==> src/rtl/riscv_pkg.sv <==
// Shared RV64 decode definitions: opcode constants, the buffered entry layout
// and the immediate/target helpers used by the decode stage.
package riscv_pkg;

  localparam int XLEN_MAX = 64;

  localparam logic [6:0] OP_IMM    = 7'h13;
  localparam logic [6:0] OP_IMM_32 = 7'h1b;
  localparam logic [6:0] OP_LOAD   = 7'h03;
  localparam logic [6:0] OP_STORE  = 7'h23;
  localparam logic [6:0] OP_BRANCH = 7'h63;
  localparam logic [6:0] OP_JALR   = 7'h67;
  localparam logic [6:0] OP_JAL    = 7'h6f;
  localparam logic [6:0] OP_AUIPC  = 7'h17;
  localparam logic [6:0] OP_LUI    = 7'h37;
  localparam logic [6:0] OP_OP     = 7'h33;
  localparam logic [6:0] OP_OP_32  = 7'h3b;
  localparam logic [6:0] OP_SYSTEM = 7'h73;

  typedef enum logic [1:0] {EMPTY, ONE, FULL} fifo_state_t;

  // Fields are sized for the widest datapath; narrower stages zero-fill the top.
  typedef struct packed {
    logic [XLEN_MAX-1:0] pc;
    logic [31:0]         inst;
    logic [XLEN_MAX-1:0] imm;
    logic [XLEN_MAX-1:0] target;
    logic                illegal;
  } entry_t;

  function automatic logic is_legal(input logic [6:0] op);
    case (op)
      OP_IMM, OP_IMM_32, OP_LOAD, OP_STORE, OP_BRANCH, OP_JALR,
      OP_JAL, OP_AUIPC, OP_LUI, OP_OP, OP_OP_32, OP_SYSTEM: is_legal = 1'b1;
      default: is_legal = 1'b0;
    endcase
  endfunction

  function automatic logic has_target(input logic [6:0] op);
    has_target = (op == OP_BRANCH) || (op == OP_JAL) || (op == OP_AUIPC);
  endfunction

  function automatic logic [XLEN_MAX-1:0] decode_imm(input logic [31:0] inst);
    case (inst[6:0])
      OP_IMM, OP_IMM_32, OP_LOAD, OP_JALR:
        decode_imm = {{52{inst[31]}}, inst[31:20]};
      OP_STORE:
        decode_imm = {{52{inst[31]}}, inst[31:25], inst[11:7]};
      OP_BRANCH:
        decode_imm = {{51{inst[31]}}, inst[31], inst[7], inst[30:25], inst[11:8], 1'b0};
      OP_JAL:
        decode_imm = {{43{inst[31]}}, inst[31], inst[19:12], inst[20], inst[30:21], 1'b0};
      OP_AUIPC, OP_LUI:
        decode_imm = {{32{inst[31]}}, inst[31:12], 12'b0};
      default:
        decode_imm = '0;
    endcase
  endfunction

endpackage

==> src/rtl/decode_fifo2.sv <==
// Two-entry in-order store; the state doubles as the occupancy count and
// flush empties it without touching the stored words.
module decode_fifo2
  import riscv_pkg::*;
#(
  parameter int WIDTH = 8
) (
  input  logic             clk,
  input  logic             rst_n,
  input  logic             flush,
  input  logic             push,
  input  logic [WIDTH-1:0] push_data,
  input  logic             pop,
  output logic             valid,
  output logic             ready,
  output logic [WIDTH-1:0] head
);

  fifo_state_t      state;
  logic [WIDTH-1:0] mem [2];
  logic             rd_ptr;
  logic             wr_ptr;
  logic             do_push;
  logic             do_pop;

  assign do_push = push && (state != FULL);
  assign do_pop  = pop && (state != EMPTY);

  always_ff @(posedge clk or negedge rst_n) begin
    if (!rst_n) begin
      state  <= EMPTY;
      rd_ptr <= 1'b0;
      wr_ptr <= 1'b0;
      mem[0] <= '0;
      mem[1] <= '0;
    end else if (flush) begin
      state  <= EMPTY;
      rd_ptr <= 1'b0;
      wr_ptr <= 1'b0;
    end else begin
      if (do_push) begin
        mem[wr_ptr] <= push_data;
        wr_ptr      <= ~wr_ptr;
      end
      if (do_pop) rd_ptr <= ~rd_ptr;
      case (state)
        EMPTY: if (do_push) state <= ONE;
        ONE: begin
          if (do_push && !do_pop)      state <= FULL;
          else if (do_pop && !do_push) state <= EMPTY;
        end
        FULL:    if (do_pop) state <= ONE;
        default: state <= EMPTY;
      endcase
    end
  end

  assign valid = (state != EMPTY);
  assign ready = (state != FULL);
  assign head  = mem[rd_ptr];

endmodule

==> src/rtl/decode_stage.sv <==
// Decode stage: decodes immediate/target at accept time, buffers up to two
// entries and counts cycles lost to downstream back-pressure.
module decode_stage
  import riscv_pkg::*;
#(
  parameter int DATA_WIDTH = 64,
  parameter int CNT_WIDTH  = 32
) (
  input  logic                  clk_i,
  input  logic                  rst_ni,
  input  logic                  in_valid_i,
  output logic                  in_ready_o,
  input  logic [31:0]           in_inst_i,
  input  logic [DATA_WIDTH-1:0] in_pc_i,
  input  logic                  flush_i,
  output logic                  out_valid_o,
  input  logic                  out_ready_i,
  output logic [DATA_WIDTH-1:0] out_pc_o,
  output logic [31:0]           out_inst_o,
  output logic [DATA_WIDTH-1:0] out_imm_o,
  output logic [DATA_WIDTH-1:0] out_target_o,
  output logic [4:0]            out_rd_o,
  output logic [4:0]            out_rs1_o,
  output logic [4:0]            out_rs2_o,
  output logic                  out_illegal_o,
  output logic [CNT_WIDTH-1:0]  stall_cnt_o
);

  logic [6:0]            opcode;
  logic [XLEN_MAX-1:0]   imm_full;
  logic [DATA_WIDTH-1:0] imm;
  logic [DATA_WIDTH-1:0] target;
  logic                  illegal;
  entry_t                in_entry;
  entry_t                head;
  logic                  push;
  logic                  pop;

  assign opcode   = in_inst_i[6:0];
  assign imm_full = decode_imm(in_inst_i);

  // Illegal opcodes fall to the zero default of decode_imm, so imm is 0 for them.
  always_comb begin
    in_entry = '0;
    illegal  = !is_legal(opcode);
    imm      = imm_full[DATA_WIDTH-1:0];
    target   = has_target(opcode) ? (in_pc_i + imm) : '0;
    in_entry.pc[DATA_WIDTH-1:0]     = in_pc_i;
    in_entry.inst                   = in_inst_i;
    in_entry.imm[DATA_WIDTH-1:0]    = imm;
    in_entry.target[DATA_WIDTH-1:0] = target;
    in_entry.illegal                = illegal;
  end

  assign push = in_valid_i && in_ready_o && !flush_i;
  assign pop  = out_valid_o && out_ready_i;

  decode_fifo2 #(
    .WIDTH($bits(entry_t))
  ) u_fifo (
    .clk      (clk_i),
    .rst_n    (rst_ni),
    .flush    (flush_i),
    .push     (push),
    .push_data(in_entry),
    .pop      (pop),
    .valid    (out_valid_o),
    .ready    (in_ready_o),
    .head     (head)
  );

  always_comb begin
    out_pc_o      = '0;
    out_inst_o    = '0;
    out_imm_o     = '0;
    out_target_o  = '0;
    out_rd_o      = '0;
    out_rs1_o     = '0;
    out_rs2_o     = '0;
    out_illegal_o = 1'b0;
    if (out_valid_o) begin
      out_pc_o      = head.pc[DATA_WIDTH-1:0];
      out_inst_o    = head.inst;
      out_imm_o     = head.imm[DATA_WIDTH-1:0];
      out_target_o  = head.target[DATA_WIDTH-1:0];
      out_rd_o      = head.inst[11:7];
      out_rs1_o     = head.inst[19:15];
      out_rs2_o     = head.inst[24:20];
      out_illegal_o = head.illegal;
    end
  end

  // Saturating back-pressure counter; a flushing cycle is not a stall.
  always_ff @(posedge clk_i or negedge rst_ni) begin
    if (!rst_ni) begin
      stall_cnt_o <= '0;
    end else if (out_valid_o && !out_ready_i && !flush_i && (stall_cnt_o != '1)) begin
      stall_cnt_o <= stall_cnt_o + CNT_WIDTH'(1);
    end
  end

endmodule

==> config.mk <==
export PLATFORM = sky130hd
export DESIGN_NAME = decode_stage
export DESIGN_NICKNAME = d
export VERILOG_FILES = /design/src/rtl/riscv_pkg.sv /design/src/rtl/decode_fifo2.sv /design/src/rtl/decode_stage.sv
export SDC_FILE = /design/constraint.sdc
export NUM_CORES = 1
export LEC_CHECK = 0
export BUFFER_PORTS_ARGS = -buffer_cell sky130_fd_sc_hd__buf_4
export CORE_MARGIN = 2
export CORE_UTILIZATION = 30
export DETAILED_ROUTE_END_ITERATION = 12
export GPL_TIMING_DRIVEN = 0
export PLACE_DENSITY = 0.44
export SLEW_MARGIN = 0
export SYNTH_ARGS = -nofsm -noshare
export SYNTH_HDL_FRONTEND = slang
export SYNTH_SLANG_ARGS = --single-unit
==> constraint.sdc <==
create_clock -name clk_i -period 6.73 [get_ports clk_i]
set_input_delay 2.019 -clock clk_i [delete_from_list [all_inputs] [get_ports clk_i]]
set_output_delay 2.019 -clock clk_i [all_outputs]
set_load 0.01 [all_outputs]
Yosys cells after proc, flatten, opt, wreduce, memory -nomap -nowiden. Cells that the tools add are included.

Flip-flop bits (word level): 486. Latch bits: 0. Memory bits (writable): 0. ROM bits: 0. Input port bits: 101. Output and inout port bits: 274. Logic and storage cells: 89. Memories: 0.

$add $sub $neg: 2. $mul: 0. Div/mod/pow operators: 0. $lt $le $gt $ge: 3. Equality and inequality tests: 19. Shift-type cells: 0. Mux-type cells: 27. Bitwise operators: 5. Reductions and logical operators: 27.

Operators with widths (number): $mux W225 (4); $bwmux W450 (1); $pmux W64 S5 (1); $mux W64 (4); $demux W225 S1 (1); $add A64 B64 Y64 (1); $add A32 B1 Y32 const B (1); $mux W32 (1); $ne A32 B32 Y1 const B (1); $eq A7 B6 Y1 const B (4); $eq A7 B7 Y1 const B (4); $eq A7 B5 Y1 const B (3); $mux W5 (3); $reduce_or A12 Y1 (1); $logic_and A1 B1 Y1 (11); $mux W2 (5); $eq A7 B2 Y1 const B (1); $mux W1 (6); $ne A3 B2 Y1 const B (2); $pmux W2 S3 (1); $reduce_bool A2 Y1 (3); $logic_not A1 Y1 (5); $ge A2 B2 Y1 const B (2); $ne A4 B2 Y1 const B (1); other kinds (12) (16).

Longest topological paths before layout. Gate-level depths: netlist of run 1.

Word-level depth: 10. Gate-level depth with buffers: 21. Gate-level depth less buffers: 20.

Cells and area by module. From an unflattened synthesis of run 1, not the netlist that was laid out.

Cells, all modules: 2433. Area total of the unflattened synthesis: 27463.8 um2.

By module, submodules not included: decode_fifo2 (times used 1, cells an instance 1222, area an instance 19464.9 um2, seq. area each 11360.9 um2); decode_stage (times used 1, cells an instance 1211, area an instance 7998.9 um2, seq. area each 800.8 um2).

Worst setup path after synthesis of run 1. Ideal clock, no wire load.

Path type: input -> register. From: input in_inst_i[0]. To: register u_fifo.mem[270] (netlist bit). Setup time: 0.065 ns. Arrival time: 5.970 ns. Data required time: 6.665 ns. Slack: 0.695 ns. Stages on the path: 20. Path buffers: 2. Path through: and2_1 buf_2 and3_1 nand3_1 a21oi_1 and2_1 clkbuf_1 a21oi_1 inv_1 ha_1 a21oi_1 o21ai_0 a2111oi_0 nor2_1 maj3_1 a21oi_2 nand2b_1 mux2i_1 nor4b_1 a211o_1.

Cells in the longest elaborated chain, start to end: 6. Elaborated cells between the ends (all ways): 17. Classes of those cells: add/sub (1); eq/ne (9); mux (3); reduce/logical (4).

RTL lines: from (decl) (RTL line decode_stage.sv:13) `input logic [31:0] in_inst_i,`; $eq A7 B5 Y1 (tied with other cells) (RTL line riscv_pkg.sv:44) `case (inst[6:0])`; $reduce_or A4 Y1 / $reduce_or A2 Y1 (equally long branches) (RTL line riscv_pkg.sv:44); $pmux W64 S5 * (RTL line riscv_pkg.sv:44); via imm[27] (RTL line decode_stage.sv:31) `logic [DATA_WIDTH-1:0] imm;`; $add A64 B64 Y64 * (RTL line decode_stage.sv:47) `target = has_target(opcode) ? (in_pc_i + imm) : '0;`; $mux W64 * (RTL line decode_stage.sv:47); $bwmux W450 * (RTL line decode_fifo2.sv:42) `mem[wr_ptr] <= push_data;`; to (signal, indexed assignment) (RTL line decode_fifo2.sv:42); to (decl) (RTL line decode_fifo2.sv:20) `logic [WIDTH-1:0] mem [2];`.

The timed path passes the listed nets; every way through them passes the cells marked *. A chain may end at the register's enable or synchronous reset.

Worst setup path in the final report of run 1.
From: input in_inst_i[0]. To: register u_fifo.mem[59] (netlist bit).

Same word-level chain as after synthesis.

==> flow_summary.toml, run 1 <==
[outcome]
outcome = "complete, no violations"

[pwr]
p_int_mw = 4.981
power.clock.fraction = 0.391
power.switching_mw = 2.181
swShare = 0.3045
seqPwrFrac = 0.425
comb_power_share = 0.184
p_per_area_nw_per_um2 = 241.8
peakVddDrop_v = 0.0001901
p_leak_nw = 14.06

[global_routing]
track_usage = 0.2353
grt_max_degree = 107
grt_overflow = 0
grt_pass1_vias = 21840
antenna_found_initial = 2
grt_pass1_wl_mm = 144.4

[yosys]
seq_area_frac_synth = 0.4463
ys_seq_elements = 422
synth_fa_ha_area_frac = 0.01925
synthTopCellsByArea = "dfrtp_1 (45%), nand2_1 (15%), mux2i_1 (8.7%), nor2_1 (4.7%), o21ai_0 (3.6%)"
synth_compound_area_frac = 0.1012
synth_mux_area_frac = 0.09017
synth_top_family_by_area = "simple AND/OR/NAND/NOR gates"
synthXorXnorAreaFrac = 0.03739
synth_edf_count = 0
synth_ff_type = "dfrtp_1"
netlist_instances = 2888
ys_warn_count = 0
ys_types = 71
syn_nets = 3024
yosys.area.top_type = "dfrtp_1"
synth_top_cell_area_share = 0.4463
synth.cell_area_um2 = 23660
synthArstFlopShare = 1.000
synth-simple-area-share = 0.2508
avgSynthCellArea_um2 = 8.192

[floorplanning]
fp.dieW_um = 284.8
die-area_um2 = 81130
die_h_um = 284.8
ios = 375
coreArea_um2 = 77720
start_util = 0.3044
rows = 102

[worst_setup_path]
worstSetupStartpointType = "input pin"
crit_end = "u_fifo.mem[59]$_DFFE_PN0P_"
rr_endpoint = "u_fifo.mem[8]$_DFFE_PN0P_"
reg2reg_depth = 10
regToRegStartpoint = "u_fifo.state[0]$_DFFE_PN0P_"
cp-startpoint = "in_inst_i[0]"
rrSetupSlack_ns = 3.16
crit_required_ns = 7.28
path_class = "input pin to flop"
worst_ep_arrival_time_ns = 7.05
cp_max_fo = 10
cp-end-kind = "flop"

[clocking]
clk_pin_slew_ns = 0.06
htree_levels = 2
cts_tree = "built"
numCtsBuffers = 51
cts_buffer_depth = 3
cts.sinks = 422
root_buffer = "clkbuf_16"
clock_latency_ns = 0.63

[cells_and_area]
final_nets = 3439
drive_gt1_frac = 0.1654
layout.cells.non_filler = 4388
n_fill_cell = 8050
areaGrowthSynthToFinish_pct = 25.17

[placed_design]
numPortBuffers = 355
post-place-ws_ns = -0.9430
dpl.cell_count = 4288
routabilityCongestion = 0.8742
dp_hpwl_mm = 74.45

[route]
routedWlPerCell_um = 22.26
num_vias = 22160
drt-pass1-iter-count = 5
routed_wl_mm = 97.66
drt_iter0_markers = 1831
ant_nets = 0
drc = 0
via_per_inst = 5.049

[sta]
period_needed_ns = 6.498
setup_violations = 0
setup-tns-final_ns = 0
hold_viol_final = 0
rsz0062_at_grt = "true"
fin_skew_ns = 0.01522
final.setup.worst_slack_ns = 0.2317
slew_headroom = 0.05751
drv_slew = 0
finalCritPeriodShare = 0.9656
fmax_mhz = 153.9
worstMarginPinSlew_ns = 1.414
hold_slack_ns = 0.4710

[run]
cap_viol_max_count = 0

[worst_hold_path]
hold_class = "flop to flop"
[kinds of logic after synthesis]
family / Yosys count
simple gates: 1440
flops: 422
compound gates: 392
buf+inv: 285
mux: 212
xor+xnor: 101
fa+ha+maj: 36
[through the flow]
step / area (um2) / utilization / total power [mW]
3_5_place_dp: 27770 / 0.3573 / 4.407
5_1_grt: 29600 / 0.3809 / 7.500
3_3_place_gp: 27630 / 0.3554 / 4.370
2_1_floorplan: 23660 / - / 3.794
4_1_cts: 29470 / 0.3792 / 7.227
6_report: 29610 / 0.3810 / 7.162
[state kept, by name (all words and copies together) (netlist names)]
register / cells
stall_cnt_o: 32
u_fifo.wr_ptr: 1
u_fifo.state: 2
u_fifo.rd_ptr: 1
u_fifo.mem: 386
[routing by layer]
layer / routed length (um) / GRT usage / vias to the layer above
met4: 2235 / 0.05803 / 0
met2: 44520 / 0.3772 / 717
met3: 5325 / 0.02792 / 111
met1: 45570 / 0.3372 / 10950
met5: 0 / 0 / -
li1: - / - / 10380
[cell usage in the layout, fill, tap and decap left out, types with 40 or more instances in the layout]
cell / instances
nor2_1: 294
clkbuf_1: 161
buf_4: 407
clkbuf_16: 52
nand3_1: 40
nand2_1: 928
a21oi_1: 68
mux2i_1: 205
o21ai_0: 167
inv_1: 44
xnor2_1: 66
dfrtp_1: 422
[synthesized netlist by cell type, types with 29 or more instances]
cell type and instances:
buf_4 51, mux2i_1 206, xor2_1 33, o31ai_1 29, o21ai_0 170, dfrtp_1 422
nor2_1 295, nand3_1 40, nor3_1 40, xnor2_1 68, inv_1 44, clkbuf_1 152
ha_1 34, nand2_1 928, a21oi_1 72
[final cells by class]
cell class | instances | area, um2 | area share
clock buffers | 77 | 1515 | 0.05116
clock inverters | 16 | 173.9 | 0.005873
diodes | 5 | 12.51 | 0.0004225
repair buffers | 362 | 2813 | 0.09498
inverters | 45 | 173.9 | 0.005873
well taps | 1040 | 1301 | 0.04394
flip-flops and latches | 422 | 10560 | 0.3566
multi-input cells | 2181 | 11940 | 0.4030
plain buffers | 240 | 1130 | 0.03815
[what timing repair did]
action | 4_1_cts | 5_1_grt
buffers inserted | 0 | 2
pin swaps | 0 | 1
setup endpoints to repair | 28 | 54
hold buffers | 0 | 0
resized for setup | 4 | 24
[worst max-delay path, cell delays in order]
cell,delay [ns]
buf_4,0.12
and2_1,0.16
buf_2,0.18
and3_1,0.24
nand4_1,0.12
nand2_1,0.18
a21oi_1,0.64
inv_1,0.12
ha_1,0.30
clkbuf_1,0.21
a21oi_1,0.29
o21ai_0,0.19
a31o_2,0.29
a211oi_2,0.34
o21ai_1,0.25
a21oi_1,0.33
o2bb2ai_2,0.19
mux2_4,0.36
or4_1,0.41
nand3_1,0.10
[power by group through the flow]
| stage | sequential, mW | clock, mW | combinational, mW |
|---|---|---|---|
| 2_1_floorplan | 3.04 | 0 | 0.757 |
| 3_3_place_gp | 3.07 | 0 | 1.30 |
| 3_5_place_dp | 3.08 | 0 | 1.33 |
| 4_1_cts | 3.04 | 2.86 | 1.33 |
| 5_1_grt | 3.08 | 2.95 | 1.47 |
| 6_report | 3.04 | 2.80 | 1.32 |
[worst min-delay path by stage]
stage                                 from                     endpoint  slack [ns]  cells after the start
2_1_floorplan  u_fifo.mem[247]$_DFFE_PN0P_  u_fifo.mem[247]$_DFFE_PN0P_        0.44                      2
3_3_place_gp   u_fifo.mem[402]$_DFFE_PN0P_  u_fifo.mem[402]$_DFFE_PN0P_        0.46                      2
3_5_place_dp   u_fifo.mem[383]$_DFFE_PN0P_  u_fifo.mem[383]$_DFFE_PN0P_        0.46                      2
4_1_cts        u_fifo.mem[383]$_DFFE_PN0P_  u_fifo.mem[383]$_DFFE_PN0P_        0.48                      2
5_1_grt        u_fifo.mem[383]$_DFFE_PN0P_  u_fifo.mem[383]$_DFFE_PN0P_        0.49                      2
6_report        u_fifo.mem[51]$_DFFE_PN0P_   u_fifo.mem[51]$_DFFE_PN0P_        0.47                      2
Power figures use the tool's default switching activity.
==> run 2: changes to the inputs <==
==> constraint.sdc (replaced) <==
create_clock -name clk_i -period 6.3 [get_ports clk_i]
set_input_delay 1.89 -clock clk_i [delete_from_list [all_inputs] [get_ports clk_i]]
set_output_delay 1.89 -clock clk_i [all_outputs]
set_load 0.01 [all_outputs]
==> run 2 against run 1 <==
Worst setup slack worse by 0.030 ns. Global-route usage about the same. Final area up 0.31%. Clock power up 7%. Count of clock-buffer cells in the layout unchanged. Non-clock buffer count down 4. Sequential power up 6.9%. Critical path type unchanged. Largest power group unchanged.
==> flow_summary.toml, run 2 (synthesis results as in run 1) <==
[worst_setup_path]
rr_endpoint = "u_fifo.mem[445]$_DFFE_PN0P_"
cpMostUsedCell = "a21oi_1"
path_cells = "buf_4 > and2_1 > buf_2 > and3_1 > nand3_1 > a21oi_4 > and2_4 > a21oi_1 > inv_1 > ha_1 > a21oi_1 > o21ai_0 > a21oi_1 > o21ai_1 > o21ai_1 > nand2_1 > a211oi_1 > a21o_1 > xnor2_1 > o21ai_0"
path_class = "input pin to flop"
cp-end-kind = "flop"
crit_required_ns = 6.75
regToRegStartpoint = "u_fifo.state[0]$_DFFE_PN0P_"
cp_slowest_stage_delay_ns = 0.51
slowest_stage = "o21ai_1"
worstSetupStartpointType = "input pin"
worst_ep_arrival_time_ns = 6.55
rrSetupSlack_ns = 2.73
cp-startpoint = "in_inst_i[0]"
cp_max_fo = 11
crit_end = "u_fifo.mem[273]$_DFFE_PN0P_"
reg2reg_depth = 9

[clocking]
cts_tree = "built"
root_buffer = "clkbuf_16"
clk_pin_slew_ns = 0.06
postCtsHoldBufs = 0
htree_levels = 2
post_cts_buffers = 0
cts.sinks = 422
clock_latency_ns = 0.63
cts_buffer_depth = 3
numCtsBuffers = 51

[route]
wl_met3_mm = 5.477
drt_iter0_markers = 1776
top_layer = "met4"
wl_met1_mm = 45.45
wl_met2_mm = 44.55
drc = 0
num_vias = 22160
routedWlPerCell_um = 22.31
ant_nets = 0
drt-pass1-iter-count = 7
via_per_inst = 5.058
routed_wl_mm = 97.72

[pwr]
p_per_area_nw_per_um2 = 257.6
p_leak_nw = 14.07
peakVddDrop_v = 0.0002032

[floorplanning]
start_util = 0.3044
rows = 102
fp.dieW_um = 284.8
die-area_um2 = 81130
ios = 375
die_h_um = 284.8
coreArea_um2 = 77720

[sta]
slew_headroom = 0.03977
rsz0062_at_grt = "true"
period_needed_ns = 6.098
setup_violations = 0
finalCritPeriodShare = 0.9680
fin_skew_ns = 0.01518
final.setup.worst_slack_ns = 0.2018
hold_viol_final = 0
fmax_mhz = 164.0
worstMarginPinSlew_ns = 1.440
setup-tns-final_ns = 0
drv_slew = 0

[cells_and_area]
top_register = "u_fifo.mem"
final_nets = 3435
largest_reg_flops = 386
layout_commonest_cell = "nand2_1"
areaGrowthSynthToFinish_pct = 25.56
n_fill_cell = 8046
top_regs = "u_fifo.mem: 386 flops, stall_cnt_o: 32 flops, u_fifo.state: 2 flops"
layout_common_cells = "nand2_1 (927), dfrtp_1 (422), buf_4 (405)"
drive_gt1_frac = 0.1716

[run]
cap_viol_max_count = 0

[placed_design]
routabilityCongestion = 0.8742
numPortBuffers = 355
dp_hpwl_mm = 74.45
post-place-ws_ns = -1.244

[global_routing]
grt_pass1_vias = 21860
grt_max_degree = 107
track_usage = 0.2355
grt_overflow = 0
grt_pass1_wl_mm = 144.5
antenna_found_initial = 2

[outcome]
outcome = "complete, no violations"

[worst_hold_path]
hold_class = "flop to flop"
## run 2: worst min-delay path by stage
stage                                      from                     endpoint  slack [ns]  cells after the start
floorplan           u_fifo.mem[247]$_DFFE_PN0P_  u_fifo.mem[247]$_DFFE_PN0P_        0.44                      2
global placement    u_fifo.mem[402]$_DFFE_PN0P_  u_fifo.mem[402]$_DFFE_PN0P_        0.46                      2
detailed placement  u_fifo.mem[383]$_DFFE_PN0P_  u_fifo.mem[383]$_DFFE_PN0P_        0.46                      2
CTS                 u_fifo.mem[383]$_DFFE_PN0P_  u_fifo.mem[383]$_DFFE_PN0P_        0.48                      2
global route        u_fifo.mem[383]$_DFFE_PN0P_  u_fifo.mem[383]$_DFFE_PN0P_        0.49                      2
finish               u_fifo.mem[51]$_DFFE_PN0P_   u_fifo.mem[51]$_DFFE_PN0P_        0.47                      2
## run 2: routing by layer
metal,vias up,track usage
met2,746,0.3774
met4,0,0.05776
li1,10360,-
met5,-,0
met1,10940,0.3376
met3,116,0.02784
## run 2: cell type report
class	instances	area, um2	area share
inverters	45	173.9	0.005855
multi-input cells	2181	12060	0.4058
flip-flops and latches	422	10560	0.3555
repair buffers	360	2798	0.09418
clock inverters	16	173.9	0.005855
plain buffers	238	1124	0.03782
well taps	1040	1301	0.04380
clock buffers	77	1515	0.05101
diodes	2	5.005	0.0001685
## run 2: power by group
part           switching, mW  total (mW)  internal (mW)
Combinational          0.890        1.41          0.524
Clock                   1.25        2.99           1.74
Sequential             0.194        3.25           3.06
## run 2: stage by stage
step | util | power, mW | cells | cell area [um2] | hold WS, ns
3_3_place_gp | 0.3554 | 4.668 | 4283 | 27630 | 0.4561
2_1_floorplan | - | 4.053 | 2888 | 23660 | 0.4380
3_5_place_dp | 0.3573 | 4.708 | 4288 | 27770 | 0.4611
5_1_grt | 0.3821 | 8.016 | 4379 | 29700 | 0.4919
4_1_cts | 0.3799 | 7.722 | 4380 | 29530 | 0.4753
6_report | 0.3822 | 7.654 | 4381 | 29710 | 0.4705
## run 2: worst max-delay path: cells and delay by family
kind	cells	cell delay, ns
AO/OA/AOI/OAI	10	2.47
XOR/XNOR	1	0.33
AND/OR/NAND/NOR	5	1.01
adder cells (fa/ha/maj)	1	0.39
buffers and inverters	3	0.43
## run 2: what timing repair did
item / 4_1_cts / 5_1_grt
resized for setup: 15 / 44
endpoints found under the setup margin: 59 / 51
pin swaps: 0 / 2
==> run 3: changes to the inputs <==
--- a/config.mk
+++ b/config.mk
@@ -10,8 +10,9 @@
 export CORE_UTILIZATION = 30
 export DETAILED_ROUTE_END_ITERATION = 12
 export GPL_TIMING_DRIVEN = 0
-export PLACE_DENSITY = 0.44
+export PLACE_DENSITY = 0.43
 export SLEW_MARGIN = 0
 export SYNTH_ARGS = -nofsm -noshare
 export SYNTH_HDL_FRONTEND = slang
+export SYNTH_HIERARCHICAL = 1
 export SYNTH_SLANG_ARGS = --single-unit
==> run 3 against run 2 <==
Final cell count is 6.6% lower. Clock skew is 0.0047 ns higher. Via count down 6.7%. Synthesized cell count shrank 16%. Count of clock-buffer cells in the layout grew 10. Hold slack gained 0.0086 ns. Critical endpoint is now u_fifo/mem[269]$_DFFE_PN0P_. Largest power group unchanged.
==> flow_summary.toml, run 3 <==
[outcome]
outcome = "complete, no violations"

[clocking]
clk_pin_slew_ns = 0.06
cts_buffer_depth = 3
root_buffer = "clkbuf_16"
cts.sinks = 486
htree_levels = 2
clock_latency_ns = 0.65
cts_tree = "built"
postCtsHoldBufs = 0
numCtsBuffers = 57

[worst_setup_path]
rr_endpoint = "u_fifo/mem[417]$_DFFE_PN0P_"
worstSetupStartpointType = "input pin"
crit_family = "simple AND/OR/NAND/NOR gates"
cp_num_buf_inv = 4
rrSetupSlack_ns = 2.34
reg2reg_depth = 9
worst_ep_arrival_time_ns = 6.58
regToRegStartpoint = "u_fifo/state[1]$_DFFE_PN0P_"
cp_num_cells = 19
crit_end = "u_fifo/mem[269]$_DFFE_PN0P_"
path_class = "input pin to flop"
crit_required_ns = 6.80
path_cells = "buf_4 > and2_1 > clkbuf_1 > nand2_1 > nor3_1 > clkbuf_2 > a21o_1 > ha_1 > clkbuf_1 > nand4_1 > or2_1 > nor4_1 > o21a_1 > or2_1 > o21bai_1 > a2111oi_2 > o21ai_0 > nor3b_2 > mux2_2"
cp_slowest_stage_delay_ns = 0.46
cp-startpoint = "in_inst_i[1]"
cp_max_fo = 10
cp-end-kind = "flop"
slowest_stage = "a2111oi_2"

[floorplanning]
die_h_um = 306.6
start_util = 0.3037
die-area_um2 = 93980
coreArea_um2 = 90420
ios = 375
fp.dieW_um = 306.6
rows = 110

[sta]
final.setup.worst_slack_ns = 0.2154
hold_viol_final = 0
setup-tns-final_ns = 0
finalCritPeriodShare = 0.9658
slew_headroom = 0.04159
worstMarginPinSlew_ns = 1.438
fmax_mhz = 164.3
period_needed_ns = 6.085
setup_violations = 0
fin_skew_ns = 0.01985
drv_slew = 0

[route]
ant_nets = 0
routed_wl_mm = 103.6
drc = 0
drt_iter0_markers = 1290
drt-pass1-iter-count = 8
via_per_inst = 5.050
routedWlPerCell_um = 25.32
num_vias = 20670

[pwr]
peakVddDrop_v = 0.0001944
power.clock.fraction = 0.383
comb_power_share = 0.179
p_per_area_nw_per_um2 = 250.3
p_leak_nw = 16.25
p_int_mw = 6.166
seqPwrFrac = 0.438
power.switching_mw = 2.329
swShare = 0.2742

[cells_and_area]
seqCellArea_um2 = 12160
layout_common_cells = "mux2_2 (526), dfrtp_1 (486), buf_4 (402)"
largest_reg_flops = 450
top_regs = "u_fifo/mem: 450 flops, stall_cnt_o: 32 flops, u_fifo/state: 2 flops"
n_fill_cell = 8953
layout.cells.non_filler = 4093
layout_commonest_cell = "mux2_2"
areaGrowthSynthToFinish_pct = 23.57
multi_input_area_um2 = 14540
top_register = "u_fifo/mem"
final_nets = 3007
drive_gt1_frac = 0.3856

[yosys]
seq_area_frac_synth = 0.4428
yosysMostFrequentCell = "mux2_2"
synth_top_cell_area_share = 0.4428
synthTopCellsByArea = "dfrtp_1 (44%), mux2_2 (22%), mux2_1 (6.2%), and2_1 (5.6%), nor2_1 (1.8%)"
synth_commonest_cells = "mux2_2 (526), dfrtp_1 (486), and2_1 (245)"
synth_ff_type = "dfrtp_1"
yosys.area.top_type = "dfrtp_1"
netlist_instances = 2433
ys_warn_count = 6
synthArstFlopShare = 1.000
syn_nets = 2568
ys_seq_elements = 486
synth.cell_area_um2 = 27460
avgSynthCellArea_um2 = 11.29
synth_edf_count = 0
ys_types = 76

[worst_hold_path]
hold_class = "flop to flop"

[global_routing]
track_usage = 0.2164
grt_overflow = 0
antenna_found_initial = 8
grt_pass1_vias = 21830
grt_max_degree = 119
grt_pass1_wl_mm = 150.5

[placed_design]
numPortBuffers = 374
post-place-ws_ns = -1.243
dp_hpwl_mm = 79.51
routabilityCongestion = 0.9054
dpl.cell_count = 3989

[run]
cap_viol_max_count = 0
## run 3: changes by cell type after synthesis, moves of 37 or more
cell,delta
nor2_1,-166
mux2i_1,-189
mux2_1,+150
dfrtp_1,+64
clkbuf_1,-60
o21ai_0,-135
nand2_1,-838
mux2_2,+521
buf_2,+37
and2_1,+231
## run 3: timing repair
| item | CTS | global route |
|---|---|---|
| gates cloned | 0 | 0 |
| setup buffers | 1 | 2 |
| pin swaps | 2 | 3 |
| resized for setup | 14 | 29 |
| setup endpoints to repair | 42 | 56 |
## run 3: cells by family after synthesis
| group | count (synthesis) | share of synthesized area |
|---|---|---|
| simple gates | 697 | 0.1394 |
| mux | 694 | 0.2839 |
| flops | 486 | 0.4428 |
| compound gates | 239 | 0.05882 |
| buf+inv | 203 | 0.03371 |
| xor+xnor | 79 | 0.02519 |
| fa+ha+maj | 35 | 0.01613 |
## run 3: area by class of cell
| class | instances | share of cell area |
|---|---|---|
| antenna | 2 | 0.0001475 |
| buffer | 175 | 0.02441 |
| clock buffer | 87 | 0.05066 |
| clock inverter | 15 | 0.003761 |
| inverter | 25 | 0.002765 |
| multi-input combinational | 1744 | 0.4285 |
| sequential | 486 | 0.3584 |
| tap | 1176 | 0.04336 |
| timing repair buffer | 383 | 0.08800 |
## run 3: worst min path at each step
stage | startpoint | end | slack, ns | cells past startpoint
6_report | u_fifo/mem[282]$_DFFE_PN0P_ | u_fifo/mem[282]$_DFFE_PN0P_ | 0.48 | 1
4_1_cts | u_fifo/mem[282]$_DFFE_PN0P_ | u_fifo/mem[282]$_DFFE_PN0P_ | 0.48 | 1
2_1_floorplan | u_fifo/mem[371]$_DFFE_PN0P_ | u_fifo/mem[371]$_DFFE_PN0P_ | 0.45 | 1
5_1_grt | u_fifo/mem[293]$_DFFE_PN0P_ | u_fifo/mem[293]$_DFFE_PN0P_ | 0.50 | 1
3_3_place_gp | u_fifo/mem[347]$_DFFE_PN0P_ | u_fifo/mem[347]$_DFFE_PN0P_ | 0.46 | 1
3_5_place_dp | u_fifo/mem[282]$_DFFE_PN0P_ | u_fifo/mem[282]$_DFFE_PN0P_ | 0.47 | 1
## run 3: worst register-to-register path, delay by kind of cell (launching register included)
| kind | cells | cell delay [ns] |
|---|---|---|
| buffers and inverters | 4 | 1.26 |
| DFF | 1 | 0.44 |
| muxes | 1 | 0.39 |
| and+or+nand+nor | 4 | 1.74 |
## run 3: per-stage QoR
stage	power (mW)	hold slack (ns)	cell area [um2]	utilization
floorplan	4.627	0.4541	27460	-
global placement	5.247	0.4628	31740	0.3510
detailed placement	5.312	0.4708	31900	0.3528
CTS	8.628	0.4841	33820	0.3740
global route	8.927	0.4961	33930	0.3753
finish	8.495	0.4790	33940	0.3753
## run 3: routing by layer
layer | routed length [um] | GRT usage | part of all wire | vias to the layer above
li1 | - | - | - | 9532
met1 | 46870 | 0.2888 | 0.45 | 10550
met2 | 50700 | 0.3721 | 0.49 | 467
met3 | 3820 | 0.02901 | 0.037 | 110
met4 | 2162 | 0.04913 | 0.021 | 10
met5 | 71 | 0 | 0.00069 | -
## run 3: power by group through the flow
stage               registers [mW]  logic (mW)  clock network [mW]
floorplan                     3.72       0.908                   0
global placement              3.75        1.50                   0
detailed placement            3.78        1.53                   0
global route                  3.77        1.66                3.50
finish                        3.73        1.52                3.25
CTS                           3.72        1.54                3.36
